$ cat config.mk
export PLATFORM = sky130hd
export DESIGN_NAME = des_f_serial
export DESIGN_NICKNAME = d
export VERILOG_FILES = /design/src/rtl/des_f_serial.sv
export SDC_FILE = /design/constraint.sdc
export NUM_CORES = 1
export LEC_CHECK = 0
export ABC_AREA = 1
export CAP_MARGIN = 0
export CORE_ASPECT_RATIO = 1.25
export CORE_MARGIN = 8
export CORE_UTILIZATION = 35
export DETAILED_ROUTE_END_ITERATION = 10
export PLACE_DENSITY_LB_ADDON = 0.08
export SYNTH_ARGS = -nofsm -noshare
export SYNTH_HDL_FRONTEND = slang
export SYNTH_SLANG_ARGS = --single-unit
$ cat constraint.sdc
create_clock -name clk -period 3.1 [get_ports clk]
set_input_delay 0.465 -clock clk [delete_from_list [all_inputs] [get_ports clk]]
set_output_delay 0.465 -clock clk [all_outputs]
set_load 0.005 [all_outputs]
$ cat src/rtl/des_f_serial.sv
// Serial DES round function f(R,K): E expansion and key mix, one shared S-box
// walked through ids 1..8 on successive cycles, then the P permutation.

module Sbox (
  input  logic [5:0] in,
  input  logic [3:0] id,
  output logic [3:0] out
);
  // Each table holds 64 nibbles, entry 0 in the top nibble, indexed row*16+col.
  localparam logic [255:0] S1 = 256'hE4D12FB83A6C5907_0F74E2D1A6CB9538_41E8D62BFC973A50_FC8249175B3EA06D;
  localparam logic [255:0] S2 = 256'hF18E6B34972DC05A_3D47F28EC01A69B5_0E7BA4D158C6932F_D8A13F42B67C05E9;
  localparam logic [255:0] S3 = 256'hA09E63F51DC7B428_D709346A285ECBF1_D6498F30B12C5AE7_1AD069874FE3B52C;
  localparam logic [255:0] S4 = 256'h7DE3069A1285BC4F_D8B56F03472C1AE9_A690CB7DF13E5284_3F06A1D8945BC72E;
  localparam logic [255:0] S5 = 256'h2C417AB6853FD0E9_EB2C47D150FA3986_421BAD78F9C5630E_B8C71E2D6F09A453;
  localparam logic [255:0] S6 = 256'hC1AF92680D34E75B_AF427C9561DE0B38_9EF528C3704A1DB6_432C95FABE17608D;
  localparam logic [255:0] S7 = 256'h4B2EF08D3C975A61_D0B7491AE35C2F86_14BDC37EAF680592_6BD814A7950FE23C;
  localparam logic [255:0] S8 = 256'hD2846FB1A93E50C7_1FD8A374C56B0E92_7B419CE206ADF358_21E74A8DFC90356B;

  logic [255:0] tbl, sh;
  logic [5:0]   idx;

  always_comb begin
    tbl = '0;
    unique case (id)
      4'd1: tbl = S1;
      4'd2: tbl = S2;
      4'd3: tbl = S3;
      4'd4: tbl = S4;
      4'd5: tbl = S5;
      4'd6: tbl = S6;
      4'd7: tbl = S7;
      4'd8: tbl = S8;
    endcase
  end

  // Row comes from the outer bits, column from the inner four.
  assign idx = {in[5], in[0], in[4:1]};
  assign sh  = tbl << {idx, 2'b00};
  assign out = sh[255:252];
endmodule

module des_f_serial (
  input  logic        clk,
  input  logic        rst_n,
  input  logic        in_valid,
  output logic        in_ready,
  input  logic [31:0] r_in,
  input  logic [47:0] subkey,
  output logic        out_valid,
  input  logic        out_ready,
  output logic [31:0] f_out
);
  localparam logic [1:0] IDLE = 2'd0, SBOX = 2'd1, DONE = 2'd2;

  logic [1:0]  state;
  logic [2:0]  k;
  logic [47:0] x;
  logic [31:0] s, s_next;
  logic [5:0]  sb_in;
  logic [3:0]  sb_id, sb_out;

  // Chunk j of E takes DES bits 4j..4j+5, wrapping 0->32 and 33->1.
  function automatic logic [47:0] e_exp(input logic [31:0] r);
    int src;
    e_exp = '0;
    for (int j = 0; j < 8; j++)
      for (int m = 0; m < 6; m++) begin
        src = 4*j + m;
        if (src == 0) src = 32;
        else if (src == 33) src = 1;
        e_exp[47-(6*j+m)] = r[32-src];
      end
  endfunction

  function automatic logic [31:0] p_perm(input logic [31:0] v);
    p_perm = {v[16], v[25], v[12], v[11], v[3],  v[20], v[4],  v[15],
              v[31], v[17], v[9],  v[6],  v[27], v[14], v[1],  v[22],
              v[30], v[24], v[8],  v[18], v[0],  v[5],  v[29], v[23],
              v[13], v[19], v[2],  v[26], v[10], v[21], v[28], v[7]};
  endfunction

  always_comb begin
    sb_in  = x[47:42];
    s_next = s;
    for (int i = 0; i < 8; i++)
      if (k == 3'(i)) begin
        sb_in                = x[47-6*i -: 6];
        s_next[31-4*i -: 4]  = sb_out;
      end
  end

  // Id parks at 1 outside SBOX so the S-box never sees an unmapped id.
  assign sb_id     = (state == SBOX) ? ({1'b0, k} + 4'd1) : 4'd1;
  assign in_ready  = (state == IDLE);
  assign out_valid = (state == DONE);

  Sbox u_sbox (.in(sb_in), .id(sb_id), .out(sb_out));

  always_ff @(posedge clk or negedge rst_n) begin
    if (!rst_n) begin
      state <= IDLE;
      k     <= '0;
      x     <= '0;
      s     <= '0;
      f_out <= '0;
    end else begin
      case (state)
        IDLE: if (in_valid) begin
          x     <= e_exp(r_in) ^ subkey;
          s     <= '0;
          k     <= '0;
          state <= SBOX;
        end
        SBOX: begin
          s <= s_next;
          k <= k + 3'd1;
          if (k == 3'd7) begin
            f_out <= p_perm(s_next);
            state <= DONE;
          end
        end
        DONE: if (out_ready) state <= IDLE;
        default: state <= IDLE;
      endcase
    end
  end
endmodule

* After elaboration in Yosys (flattened, before gate mapping)
Cells that the tools add are included.
Widths: inputs -> output; s select.
** Operators by class
- $add $sub $neg :: 4
- $lt $le $gt $ge :: 2
- Equality and inequality tests :: 20
- Shift-type cells :: 1
- Muxes and demuxes :: 35
- Bitwise logic cells :: 1
- Reductions and logical operators :: 7
** Operators by type and width (number)
- $pmux 256 s8 :: 1
- $shl 256x8->256 :: 1
- $mux 32 :: 5
- $lt 32x7->1 const B :: 2
- $pmux 32 s2 :: 1
- $sub 7x32->32 const A :: 2
- $xor 48x48->48 :: 1
- $mux 6 :: 7
- $mux 4 :: 9
- $eq 4x3->1 const B :: 4
- $eq 3x3->1 const B :: 4
- $bmux 1 s5 :: 2
- $eq 4x2->1 const B :: 2
- $eq 3x2->1 const B :: 2
- $mux 2 :: 3
- $pmux 2 s3 :: 1
- $pmux 3 s2 :: 1
- $reduce_and 2->1 :: 3
- $add 3x1->4 const B :: 1
- $eq 4x1->1 const B :: 1
- $eq 4x4->1 const B :: 1
- $mux 1 :: 4
- $ne 2x2->1 const B :: 2
- $add 3x1->3 const B :: 1
- other kinds (9) :: 9
** Word-level totals
- Flip-flop bits (word level) :: 117
- Bits of input ports :: 84

* Depth between registers and ports, before layout
- Depth after elaboration :: 11
- Depth in mapped cells :: 23
- Gate-level depth less buffers :: 22

* Hierarchy
Synthesis repeated with hierarchy kept, for this count alone.
** Second synthesis, totals
- Cells, all modules :: 1263
- Area total of the unflattened synthesis :: 8328.0 um^2
** By module, submodules not included
- des_f_serial :: times used 1, cells an instance 635, area each 5561.6 um^2, sequential area each 2827.7 um^2
- Sbox :: times used 1, cells an instance 628, area each 2766.4 um^2, sequential area each 0.0 um^2

* Worst setup path after synthesis
OpenSTA, ideal clock, no wires.
- Path type :: register to register
- Start :: register k[0]
- End :: register f_out[6]
- Setup time :: 0.118 ns
- Arrival time :: 2.649 ns
- Data required time :: 2.982 ns
- Slack :: 0.333 ns
- Cell stages (with the launch flop) :: 20
- Path through :: dfrtp_1 -> ha_1 -> ha_1 -> nor2_8 -> nand2_2 -> inv_1 -> nand2_1 -> inv_1 -> nor2_1 -> inv_1 -> nor2_1 -> nand3_1 -> nand3_1 -> nand3_1 -> nand3_1 -> nand3_1 -> nand3_4 -> nand3_2 -> nand3_1 -> nand2_1
** Between the ends
- Cells in the longest elaborated chain, start to end :: 10
** Ends and longest elaborated chain
- start: declaration :: line 56 : logic [2:0] k;
- start signal: assignment :: line 116 : k <= k + 3'd1;
- branches (longest 10 deep; another with $add 3x1->4)
- end signal: assignment :: line 118 : f_out <= p_perm(s_next);
- end: declaration :: line 51 : output logic [31:0] f_out
Several ways; the timed one is not identified. The select of a mux whose other input is x is not followed.
A chain may end at the register's enable or synchronous reset.

* Final worst setup path
- Start :: register k[0]
- End :: register f_out[16]
Same word-level chain as after synthesis.

==> impl_metrics.env <==
export IMPL_dp_cells=1900
export IMPL_yosysUniqueCellTypes=39
export IMPL_track_usage_pct=25.8
export IMPL_clockRootBuffer="clkbuf_16"
export IMPL_arrival_ns=3.45
export IMPL_die_area_mm2=0.0306
export IMPL_grt_antenna_before_repair=0
export IMPL_tritoncts="done"
export IMPL_clockBufferDepth=2
export IMPL_drive_above_1_share_pct=36.7
export IMPL_wl_per_cell_um=20.6
export IMPL_setup_violations=14
export IMPL_ant_nets=0
export IMPL_fin_nets=1722
export IMPL_tightest_slew_ns=0.637
export IMPL_htreeDepth=4
export IMPL_ys_ff_latch=113
export IMPL_rsz0062_at_grt="yes"
export IMPL_ys_async_sr_fraction_pct=100
export IMPL_numCtsBuffers=17
export IMPL_cts_clk_slew_worst_paths_ns=0.06
export IMPL_worst_path_max_fanout=8
export IMPL_synth_top_area_share_pct=32.0
export IMPL_finalWeightedCongestion=1.11
export IMPL_die_h_um=194
export IMPL_wirelength_um=40800
export IMPL_cts_sinks=113
export IMPL_fin_area_mm2=0.0144
export IMPL_outcome="complete, but fails checks"
export IMPL_cp_startpoint="k[0]$_DFFE_PN0P_"
export IMPL_hpwl_um=29700
export IMPL_violations="setup timing"
export IMPL_r2r_end="f_out[16]$_DFFE_PN0P_"
export IMPL_grt_pass1_wl_um=60400
export IMPL_critPathCaptureType="register"
export IMPL_synth_nets=1395
export IMPL_syn_to_final_growth_pct=63.2
export IMPL_start_util_pct=35.2
export IMPL_max_freq_ghz=0.319
export IMPL_synth_area_per_cell_um2=6.76
export IMPL_slew_headroom_pct=57.4
export IMPL_syn_area_mm2=0.00883
export IMPL_clock_latency_ns=0.42
export IMPL_core_mm2=0.0250
export IMPL_worst_ep_required_time_ns=3.41
export IMPL_fin_crit_ns=3.14
export IMPL_synthCells=1305
export IMPL_fin_tns_setup_ns=-0.206
export IMPL_r2r_cells=21
export IMPL_cap_viol_max_count=0
export IMPL_skew_ns=0.0153
export IMPL_viasPerCell=5.38
export IMPL_slew_viol_final=0
export IMPL_synthTopCellsByArea="dfrtp_1 32%, nand3_1 21%, nand2_1 15%, xnor2_1 4.8%, o21ai_0 3.2%"
export IMPL_holdBufCountCts=0
export IMPL_synth_edf_count=0
export IMPL_fin_hold_ws_ns=0.0630
export IMPL_diodes=0
export IMPL_crit_end="f_out[16]$_DFFE_PN0P_"
export IMPL_yosysWarnings=0
export IMPL_rows=65
export IMPL_vias=10700
export IMPL_critPathLaunchType="register"
export IMPL_first_pass_iters=5
export IMPL_overflow=0
export IMPL_postSynth_topFlopCell="dfrtp_1"
export IMPL_fp_dieW_um=158
export IMPL_numPortBuffers=117
export IMPL_grt_max_degree=46
export IMPL_grt_pass1_vias=10400
export IMPL_fin_cells=1979
export IMPL_layout_commonest_cell="nand2_1"
export IMPL_crit_type="register to register"
export IMPL_io_pins=118
export IMPL_setup_ws_ns=-0.0394
export IMPL_worstReg2RegStart="k[0]$_DFFE_PN0P_"
export IMPL_route_detailed_drc=0
export IMPL_ys_seq_area_share_pct=32.0
export IMPL_hold_viol=0
export IMPL_drt_iter0_markers=784
export IMPL_placed_area_mm2=0.0119
export IMPL_r2r_slack_ns=-0.04
export IMPL_min_period_over_period_pct=101
export IMPL_yosysTopAreaCell="dfrtp_1"
export IMPL_layout_common_cells="326 x nand2_1, 246 x nand3_1, 216 x buf_4"
export IMPL_hold_path_class="input port to asynchronous set/reset pin"
-- how the worst min path moves through the flow --
stage | startpoint | end | cells past startpoint
floorplan | rst_n | f_out[0]$_DFFE_PN0P_ | 0
global placement | s[17]$_DFFE_PN0P_ | s[17]$_DFFE_PN0P_ | 2
detailed placement | s[14]$_DFFE_PN0P_ | s[14]$_DFFE_PN0P_ | 2
CTS | rst_n | x[38]$_DFFE_PN0P_ | 1
global route | rst_n | x[39]$_DFFE_PN0P_ | 1
finish | rst_n | x[38]$_DFFE_PN0P_ | 1
-- layout make-up --
class | instances | area, um2
Multi-Input combinational cell | 1036 | 6500
Timing Repair Buffer | 382 | 3660
Inverter | 82 | 337
Clock inverter | 9 | 178
Tap cell | 335 | 419
Fill cell | 2407 | 10600
Clock buffer | 22 | 484
Sequential cell | 113 | 2830
-- per-layer routing --
metal | wire, um | track usage, % | vias to the layer above
li1 | - | - | 4992
met1 | 15400 | 30.3 | 4979
met2 | 19700 | 42.1 | 492
met3 | 2700 | 4.30 | 188
met4 | 3050 | 17.7 | 0
met5 | 0 | 0 | -
-- synth_stat cells (3+ instances only) --
cell type	n
nand3_4	6
or2_2	30
inv_1	61
nand4_1	6
nand2_4	6
inv_2	17
nand2_2	13
xnor2_1	48
clkbuf_1	26
nand3_2	26
dfrtp_1	113
buf_1	4
a21oi_1	3
nand3_1	372
nor2_1	56
nor2_4	5
ha_1	6
buf_4	5
nand2_1	363
o21ai_2	3
o211ai_1	3
o21ai_0	56
o21ai_1	8
buf_2	39
nand3b_1	11
-- sequential cells by signal (all words and copies together) (netlist names) --
register / flops
f_out: 32
k: 3
s: 28
state: 2
x: 48
-- what timing repair did --
| item | 4_1_cts | 5_1_grt |
|---|---|---|
| gates cloned | 1 | 8 |
| pin swaps | 12 | 73 |
| setup endpoints to repair | 60 | 60 |
| setup buffers | 7 | 32 |
| gates resized for setup | 51 | 233 |
-- kinds of logic (layout without fill, tap and decap cells) --
group | Yosys count | count (layout) | synth area share [%]
flip-flops | 113 | 113 | 32.0
adder cells (fa/ha/maj) | 6 | 6 | 0.850
XOR/XNOR | 48 | 48 | 4.76
AND/OR/NAND/NOR | 901 | 903 | 49.8
AO/OA/AOI/OAI | 79 | 79 | 4.89
buffers and inverters | 158 | 495 | 7.71
-- through the flow --
step | setup WS [ns] | util, %
3_5_place_dp | -0.238 | 47.6
4_1_cts | 0.00555 | 51.4
5_1_grt | -0.186 | 57.5
2_1_floorplan | 0.333 | -
3_3_place_gp | -0.260 | 47.6
6_report | -0.0394 | 57.5
-- critical path, stage by stage, from the launching register on --
cell and delay [ns]:
dfrtp_1 0.41, buf_6 0.16, inv_6 0.07, ha_4 0.14, nand2_4 0.08, or2_1 0.22
nand3_2 0.08, nand3_2 0.08, nand2_2 0.10, nand2_4 0.08, nand2_8 0.16, buf_12 0.17
nand4_1 0.15, buf_4 0.19, nand3_1 0.06, nand3_1 0.10, nand3_2 0.11, nand3_2 0.17
nand3_4 0.22, nand3_2 0.12, nand3_1 0.08, nand2_1 0.06
Power is not shown: default switching activity piles up to over one toggle a cycle in this logic, so the estimate is an artifact.
